## src/rtl/irq_pkg.sv

```systemverilog
// irq_pkg: shared FSM state type and the int_no width helper for the interrupt controller
package irq_pkg;
  typedef enum logic {IDLE, REQ} state_e;
  function automatic int idw(input int n);
    return $clog2(n + 1);
  endfunction
endpackage

```

## src/rtl/irq_sync_edge.sv

```systemverilog
// irq_sync_edge: 2-flop synchronizer plus rising-edge pulse; ports clk, rst, d_i (async line), rise_o (one-cycle pulse)
module irq_sync_edge (
  input  logic clk,
  input  logic rst,
  input  logic d_i,
  output logic rise_o
);
  logic [2:0] s_q;
  always_ff @(posedge clk) s_q <= rst ? '0 : {s_q[1:0], d_i};
  // s_q[1] is the synchronized level, s_q[2] its previous value
  assign rise_o = s_q[1] & ~s_q[2];
endmodule

```

## src/rtl/irq_controller.sv

```systemverilog
// irq_controller: prioritized interrupt controller with pending/in-service/mask status, handler vectors, optional nesting (macro IRQ_NEST_EN); ports clk, rst, irq_in, ie, mask_we, mask_wdata, int_ack, eret -> int_req, int_no, int_vec, pending, in_service, mask
module irq_controller
  import irq_pkg::*;
#(
  parameter int          NUM_IRQ    = 3,
  parameter logic [31:0] VEC_BASE   = 32'h0000_0D00,
  parameter logic [31:0] VEC_STRIDE = 32'h0000_0100,
  localparam int         IDW        = idw(NUM_IRQ)
) (
  input  logic               clk,
  input  logic               rst,
  input  logic [NUM_IRQ-1:0] irq_in,
  input  logic               ie,
  input  logic               mask_we,
  input  logic [NUM_IRQ-1:0] mask_wdata,
  input  logic               int_ack,
  input  logic               eret,
  output logic               int_req,
  output logic [IDW-1:0]     int_no,
  output logic [31:0]        int_vec,
  output logic [NUM_IRQ-1:0] pending,
  output logic [NUM_IRQ-1:0] in_service,
  output logic [NUM_IRQ-1:0] mask
);
  logic [NUM_IRQ-1:0] rise, pending_q, in_service_q, mask_q, elig, req_oh, ack_oh, eret_oh;
  logic [IDW-1:0] int_no_q, int_no_d, top, lvl;
  logic [31:0] idx;
  logic can_req, ack;
  state_e state_q, state_d;
  for (genvar i = 0; i < NUM_IRQ; i++) begin : g_sync
    irq_sync_edge u_sync (.clk(clk), .rst(rst), .d_i(irq_in[i]), .rise_o(rise[i]));
  end
  assign elig = pending_q & ~mask_q;
  always_comb begin
    top = '0;
    lvl = '0;
    for (int i = 0; i < NUM_IRQ; i++) begin
      top = elig[i] ? IDW'(i + 1) : top;
      lvl = in_service_q[i] ? IDW'(i + 1) : lvl;
    end
  end
  always_comb begin
    req_oh = '0;
    eret_oh = '0;
    for (int i = 0; i < NUM_IRQ; i++) begin
      req_oh[i] = int_no_q == IDW'(i + 1);
      eret_oh[i] = eret && lvl == IDW'(i + 1);
    end
  end
`ifdef IRQ_NEST_EN
  assign can_req = top > lvl;
`else
  assign can_req = top != '0 && in_service_q == '0;
`endif
  always_comb begin
    state_d = state_q;
    int_no_d = int_no_q;
    ack = 1'b0;
    if (state_q == IDLE) begin
      if (ie && can_req) begin
        state_d = REQ;
        int_no_d = top;
      end
    end else if (int_ack) begin
      ack = 1'b1;
      state_d = IDLE;
      int_no_d = '0;
    end else if (!ie || (elig & req_oh) == '0) begin
      state_d = IDLE;
      int_no_d = '0;
    end else begin
      int_no_d = top > int_no_q ? top : int_no_q;
    end
  end
  assign ack_oh = ack ? req_oh : '0;
  always_ff @(posedge clk) begin
    if (rst) begin
      state_q <= IDLE;
      int_no_q <= '0;
      pending_q <= '0;
      in_service_q <= '0;
      mask_q <= '0;
    end else begin
      state_q <= state_d;
      int_no_q <= int_no_d;
      // a fresh edge on the acked channel re-sets pending
      pending_q <= (pending_q & ~ack_oh) | rise;
      // eret retires the pre-cycle top level before the acked bit is added
      in_service_q <= (in_service_q & ~eret_oh) | ack_oh;
      mask_q <= mask_we ? mask_wdata : mask_q;
    end
  end
  assign idx = int_no_q == '0 ? '0 : 32'(int_no_q) - 32'd1;
  assign int_vec = VEC_BASE + idx * VEC_STRIDE;
  assign int_req = state_q == REQ;
  assign int_no = int_no_q;
  assign pending = pending_q;
  assign in_service = in_service_q;
  assign mask = mask_q;
endmodule

```

## config.mk

```make
export PLATFORM = sky130hd
export DESIGN_NAME = irq_controller
export DESIGN_NICKNAME = d
export VERILOG_FILES = /design/src/rtl/irq_pkg.sv /design/src/rtl/irq_sync_edge.sv /design/src/rtl/irq_controller.sv
export SDC_FILE = /design/constraint.sdc
export NUM_CORES = 1
export LEC_CHECK = 0
export ABC_AREA = 1
export CAP_MARGIN = 20
export CORE_MARGIN = 5
export CORE_UTILIZATION = 40
export DETAILED_ROUTE_END_ITERATION = 12
export HOLD_SLACK_MARGIN = 0.03
export PLACE_DENSITY = 0.9
export SLEW_MARGIN = 0
export SYNTH_ARGS = -nofsm -noshare
export SYNTH_HDL_FRONTEND = slang
export SYNTH_SLANG_ARGS = --single-unit
```

## constraint.sdc

```tcl
create_clock -name clk -period 1.9 [get_ports clk]
set_input_delay 0.19 -clock clk [delete_from_list [all_inputs] [get_ports clk]]
set_output_delay 0.19 -clock clk [all_outputs]
set_load 0.005 [all_outputs]
```

; ---- Yosys cells after proc, flatten, opt, wreduce, memory -nomap -nowiden
; Cells that the tools add are included.
[totals]
reg_bits = 21
latch_bits = 0
mem_bits_rw = 0
mem_bits_ro = 0
input_bits = 12
out_inout_bits = 44
n_memories = 0
[classes]
add_sub_neg = 2
n_mul = 0
div_mod_pow = 0
magnitude_cmp = 1
n_eq_ne = 7
shift = 0
mux = 19
bitwise_logic = 15
reduce_logical = 13
[ops]
columns = op, n
row1 = $add A12 B32 Y32 const A, 1
row2 = $mux W24, 1
row3 = $mux W2, 9
row4 = $and A3 B3 Y3, 4
row5 = $not A3 Y3, 3
row6 = $eq A2 B2 Y1 const B, 4
row7 = $mux W1, 8
row8 = $logic_not A3 Y1, 2
row9 = $or A3 B3 Y3, 2
row10 = $logic_and A1 B1 Y1, 5
row11 = $eq A2 B1 Y1 const B, 2
row12 = $ne A4 B2 Y1 const B, 1
row13 = $reduce_bool A2 Y1, 2
row14 = $and A1 B1 Y1, 3
row15 = $mux W3, 1
row16 = $not A1 Y1, 3
row17 = $sub A2 B1 Y3 const B, 1
row18 = $gt A2 B2 Y1, 1
row19 = $logic_not A2 Y1, 1
row20 = $reduce_and A2 Y1, 1
row21 = $logic_not A1 Y1, 1
row22 = $logic_or A1 B1 Y1, 1

; ---- Longest topological paths before layout
[logic_depth]
depth_word = 10
depth_mapped = 12

; ---- Hierarchy
; Synthesis repeated with hierarchy kept, for this count alone.
[hier_totals]
cells_unflattened = 157
hier_area_um2 = 1153.6
[by_module_without_submodules]
columns = mod, instances, cells_each, area_each_um2, seq_area_each_um2
row1 = irq_controller, 1, 127, 894.6, 240.2
row2 = irq_sync_edge, 3, 10, 86.3, 60.1

; ---- Worst setup path after synthesis
; Ideal clock, no wire load.
[synth_timing]
path_kind = reg-to-reg
start = register mask_q[1], in the netlist mask[1]
end = register int_no_q[0], in the netlist int_no[0]
arrival_time_ns = 1.350
required_time_ns = 1.788
path_slack_ns = 0.439
path_stages_with_launch = 13
n_path_buf = 0
cell_sequence = dfxtp_1 inv_1 nand2_1 nand2_1 ha_1 inv_1 nor2_1 o21ai_0 nand2_1 nand2_1 nand2_1 nor2_1 nor2_1
[synth_via]
elab_chain_len = 9
word_cells_on_any_way = 19
classes_between = order compare: 1 / eq/ne: 1 / mux: 7 / bitwise: 3 / reduce/logical: 7
[synth_lines]
columns = item, line
row1 = from (decl), irq_controller.sv:25  ; logic [NUM_IRQ-1:0] rise, pending_q, in_service_q, mask_q, elig, req_oh, ack_oh, eret_oh;
row2 = from (signal assigned), irq_controller.sv:90  ; mask_q <= mask_we ? mask_wdata : mask_q;
row3 = $not A3 Y3 *, irq_controller.sv:33  ; assign elig = pending_q & ~mask_q;
row4 = $and A3 B3 Y3 *, irq_controller.sv:33
row5 = "parallel branches: the longest is 7 deep, another holds $gt A2 B2 Y1", --
row6 = to (signal assigned), irq_controller.sv:85  ; int_no_q <= int_no_d;
row7 = to (decl), irq_controller.sv:26  ; logic [IDW-1:0] int_no_q, int_no_d, top, lvl;
; Mark *: on every way between the ends. The select of a mux whose other input is x is not followed.
; A chain may end at the register's enable or synchronous reset.

; ---- Worst setup path in the final report
[layout_timing]
start = register int_no_q[1], in the netlist int_no[1]
end = output port int_vec[11]
[layout_via]
elab_chain_len = 3
word_cells_on_any_way = 4
classes_between = add/sub: 2 / mux: 1 / reduce/logical: 1
[layout_lines]
columns = item, line
row1 = $sub A2 B1 Y3 / $logic_not A2 Y1 (equally long branches), irq_controller.sv:93  ; assign idx = int_no_q == '0 ? '0 : 32'(int_no_q) - 32'd1;
row2 = $mux W24 *, irq_controller.sv:93
row3 = $add A12 B32 Y32 *, irq_controller.sv:94  ; assign int_vec = VEC_BASE + idx * VEC_STRIDE;
row4 = to (decl), irq_controller.sv:20  ; output logic [31:0] int_vec,
; Every way passes the cells marked *; elsewhere a longest branch is shown, timed or not.

==> results by group <==
Floorplanning
  • Initial Util: 41.6%
  • Core area: 2760 µm²
  • Die area: 4040 µm²
  • # IOs: 56
  • Die height: 63.5 µm
  • Row cnt: 19
  • Die width: 63.5 µm

Global route
  • Largest net degree at the start of global routing: 12
  • GRT overflow: 0
  • GRT Util Overall: 9.75%
  • Initial antenna violation count: 0
  • First-pass GRT wire length: 3250 µm
  • Vias in the first global route: 764

Synth
  • Count of unique library cells instantiated by Yosys: 18
  • Mapped Cells: 160
  • Sequential share of the synthesized area: 36.7%
  • Synth Cell Area: 1150 µm²
  • Syn avg cell area: 7.16 µm²
  • Ys Warns: 0
  • Yosys reg bits: 21

Timing
  • Fin. Hold Viols: 0
  • Final cycle utilization of the critical path: 95.4%
  • RSZ-0062 raised after global routing: no
  • Worst setup margin: 0.0877 ns
  • Final setup TNS: 0 ns
  • # setup viols final: 0
  • Clk_skew: 0.00505 ns
  • Tmin final: 1.81 ns
  • Fmax: 0.552 GHz
  • Final Max Tran Viols: 0

Drt
  • Via-to-Cell Ratio: 4.19
  • DRC: 0
  • Final wirelength: 2200 µm
  • Post-route ant nets: 0
  • First-pass detailed-route iteration total: 4
  • Avg WL per Cell: 9.80 µm
  • Routed via count: 938
  • DRT iter0 DRCs: 23

Power and ir drop
  • LEAKAGE: 0.000746 µW
  • PwrDens: 648 nW/µm²
  • Peak supply drop: 0.365 mV

Layout
  • Final layout net count: 211
  • Share of cells above drive strength 1: 10.9%
  • Most frequent cells in the layout: conb_1, nor2_1, inv_1
  • Area delta synth->final: 24.3%
  • # diodes: 0
  • Most common cell after layout, fill and taps aside: conb_1
  • Fill count: 278

Setup path
  • CP Launch Type: flip-flop
  • Worst r2r dst: int_no[1]
  • Flop2flop setup slack: 0.23 ns
  • CP Class: flip-flop to output pin
  • Crit Path Max Fanout: 4
  • Critical Path Sink Type: output pin
  • Critical Path RT: 1.71 ns
  • End of the critical path: int_vec[11]
  • Worst EP arrival: 1.62 ns
  • R2R cell count: 12
  • Crit path from: int_no[1]
  • Worst r2r src: mask[1]

Clocking
  • Clk root buf: clkbuf_4
  • CTS Hold Bufs: 0
  • Clock Pin Slew Worst Setup and Hold Paths: 0.11 ns
  • CTS tree: built
  • Num CTS Buffers: 3
  • Clk sink count: 21
  • Clock buffer depth: 2
  • CTS H-tree lvls: 1
  • Clock insertion delay at the later pin of the skew report: 0.30 ns

Run
  • Maxcap violations: 0

Min path
  • Hold WC Path Type: primary input to flip-flop

Placed design
  • Post-DP HPWL: 1840 µm
  • PortBufs: 28
  • GP Congestion: 0.824
  • Dpl ws: 0.216 ns

Status
  • Status: finished clean
-- metrics by stage --
stage	instance area (µm²)	hold WS [ns]	util [%]	instances	power [µW]
after detailed placement	1360	0.399	49.3	217	710
after global placement	1360	0.388	49.3	217	702
after floorplan	1240	0.297	-	186	651
final	1430	0.393	51.7	224	924
after global routing	1430	0.390	51.7	224	986
after CTS	1400	0.375	50.8	222	928
-- where the power goes --
part	total, µW	leakage, µW	switching [µW]	internal (µW)
clock	205	0.0000150	123	81.8
combinational	228	0.000558	111	117
sequential	491	0.000174	23.8	467
total	924	0.000746	258	666
-- sequential cells by signal, indices dropped and copies added, names as in the netlist --
signal and cells:
int_req 1, in_service 3, g_sync.u_sync.s_q 9, mask 3, pending 3, int_no 2
-- cell usage after synthesis, drive strengths merged --
cell type  instances  area [µm²]
inv               30         113
nor2              28         113
buf               27         203
nand2             24         105
dfxtp             21         420
a21oi              8        40.0
nand3              6        35.0
ha                 5        62.6
o21ai              5        25.0
clkbuf             2        7.51
conb               2        7.51
and3               1        6.26
o32ai              1        8.76
-- repair_timing --
action                     CTS  global route
cloned                       0             0
pin swaps                    0             1
gates resized for setup      5             4
setup buffers                1             2
setup endpoints to repair    2             1
-- logic make-up after synthesis --
family / Yosys count / share of synthesized area (%)
fa+ha+maj: 5 / 5.46
compound gates: 14 / 6.44
flops: 21 / 36.7
other cells: 2 / 0.655
buf+inv: 59 / 28.2
simple gates: 59 / 22.6
-- metal layers --
layer | track usage [%] | vias to the layer above | wire length (µm)
met3 | 3.20 | 2 | 210
met1 | 10.2 | 411 | 821
met2 | 17.5 | 37 | 1130
met5 | 0 | - | 0
li1 | - | 488 | -
met4 | 4.16 | 0 | 29
-- how the worst min path moves through the flow --
| stage | from | slack [ns] | cells past startpoint | to |
|---|---|---|---|---|
| final | irq_in[2] | 0.39 | 3 | g_sync[2].u_sync.s_q[0] |
| after floorplan | irq_in[0] | 0.30 | 2 | g_sync[0].u_sync.s_q[0] |
| after global routing | irq_in[0] | 0.39 | 3 | g_sync[0].u_sync.s_q[0] |
| after detailed placement | g_sync[1].u_sync.s_q[0] | 0.40 | 2 | g_sync[1].u_sync.s_q[1] |
| after CTS | irq_in[1] | 0.37 | 3 | g_sync[1].u_sync.s_q[0] |
| after global placement | g_sync[1].u_sync.s_q[0] | 0.39 | 2 | g_sync[1].u_sync.s_q[1] |
-- critical path, cell delays in order, from the launching register on --
cell             delay (ns)
dfxtp_4                0.37
inv_2                  0.08
nor2_4                 0.05
buf_4                  0.13
ha_1                   0.16
inv_1                  0.04
clkdlybuf4s50_1        0.48
-- final cells by class --
type | instances | area [µm²] | area share, %
inverters | 30 | 113 | 7.90
well taps | 31 | 38.8 | 2.72
flip-flops and latches | 21 | 428 | 30.0
clock buffers | 4 | 26.3 | 1.84
repair buffers | 32 | 314 | 22.0
multi-input cells | 106 | 505 | 35.5
(Power assumes the default switching activity.)
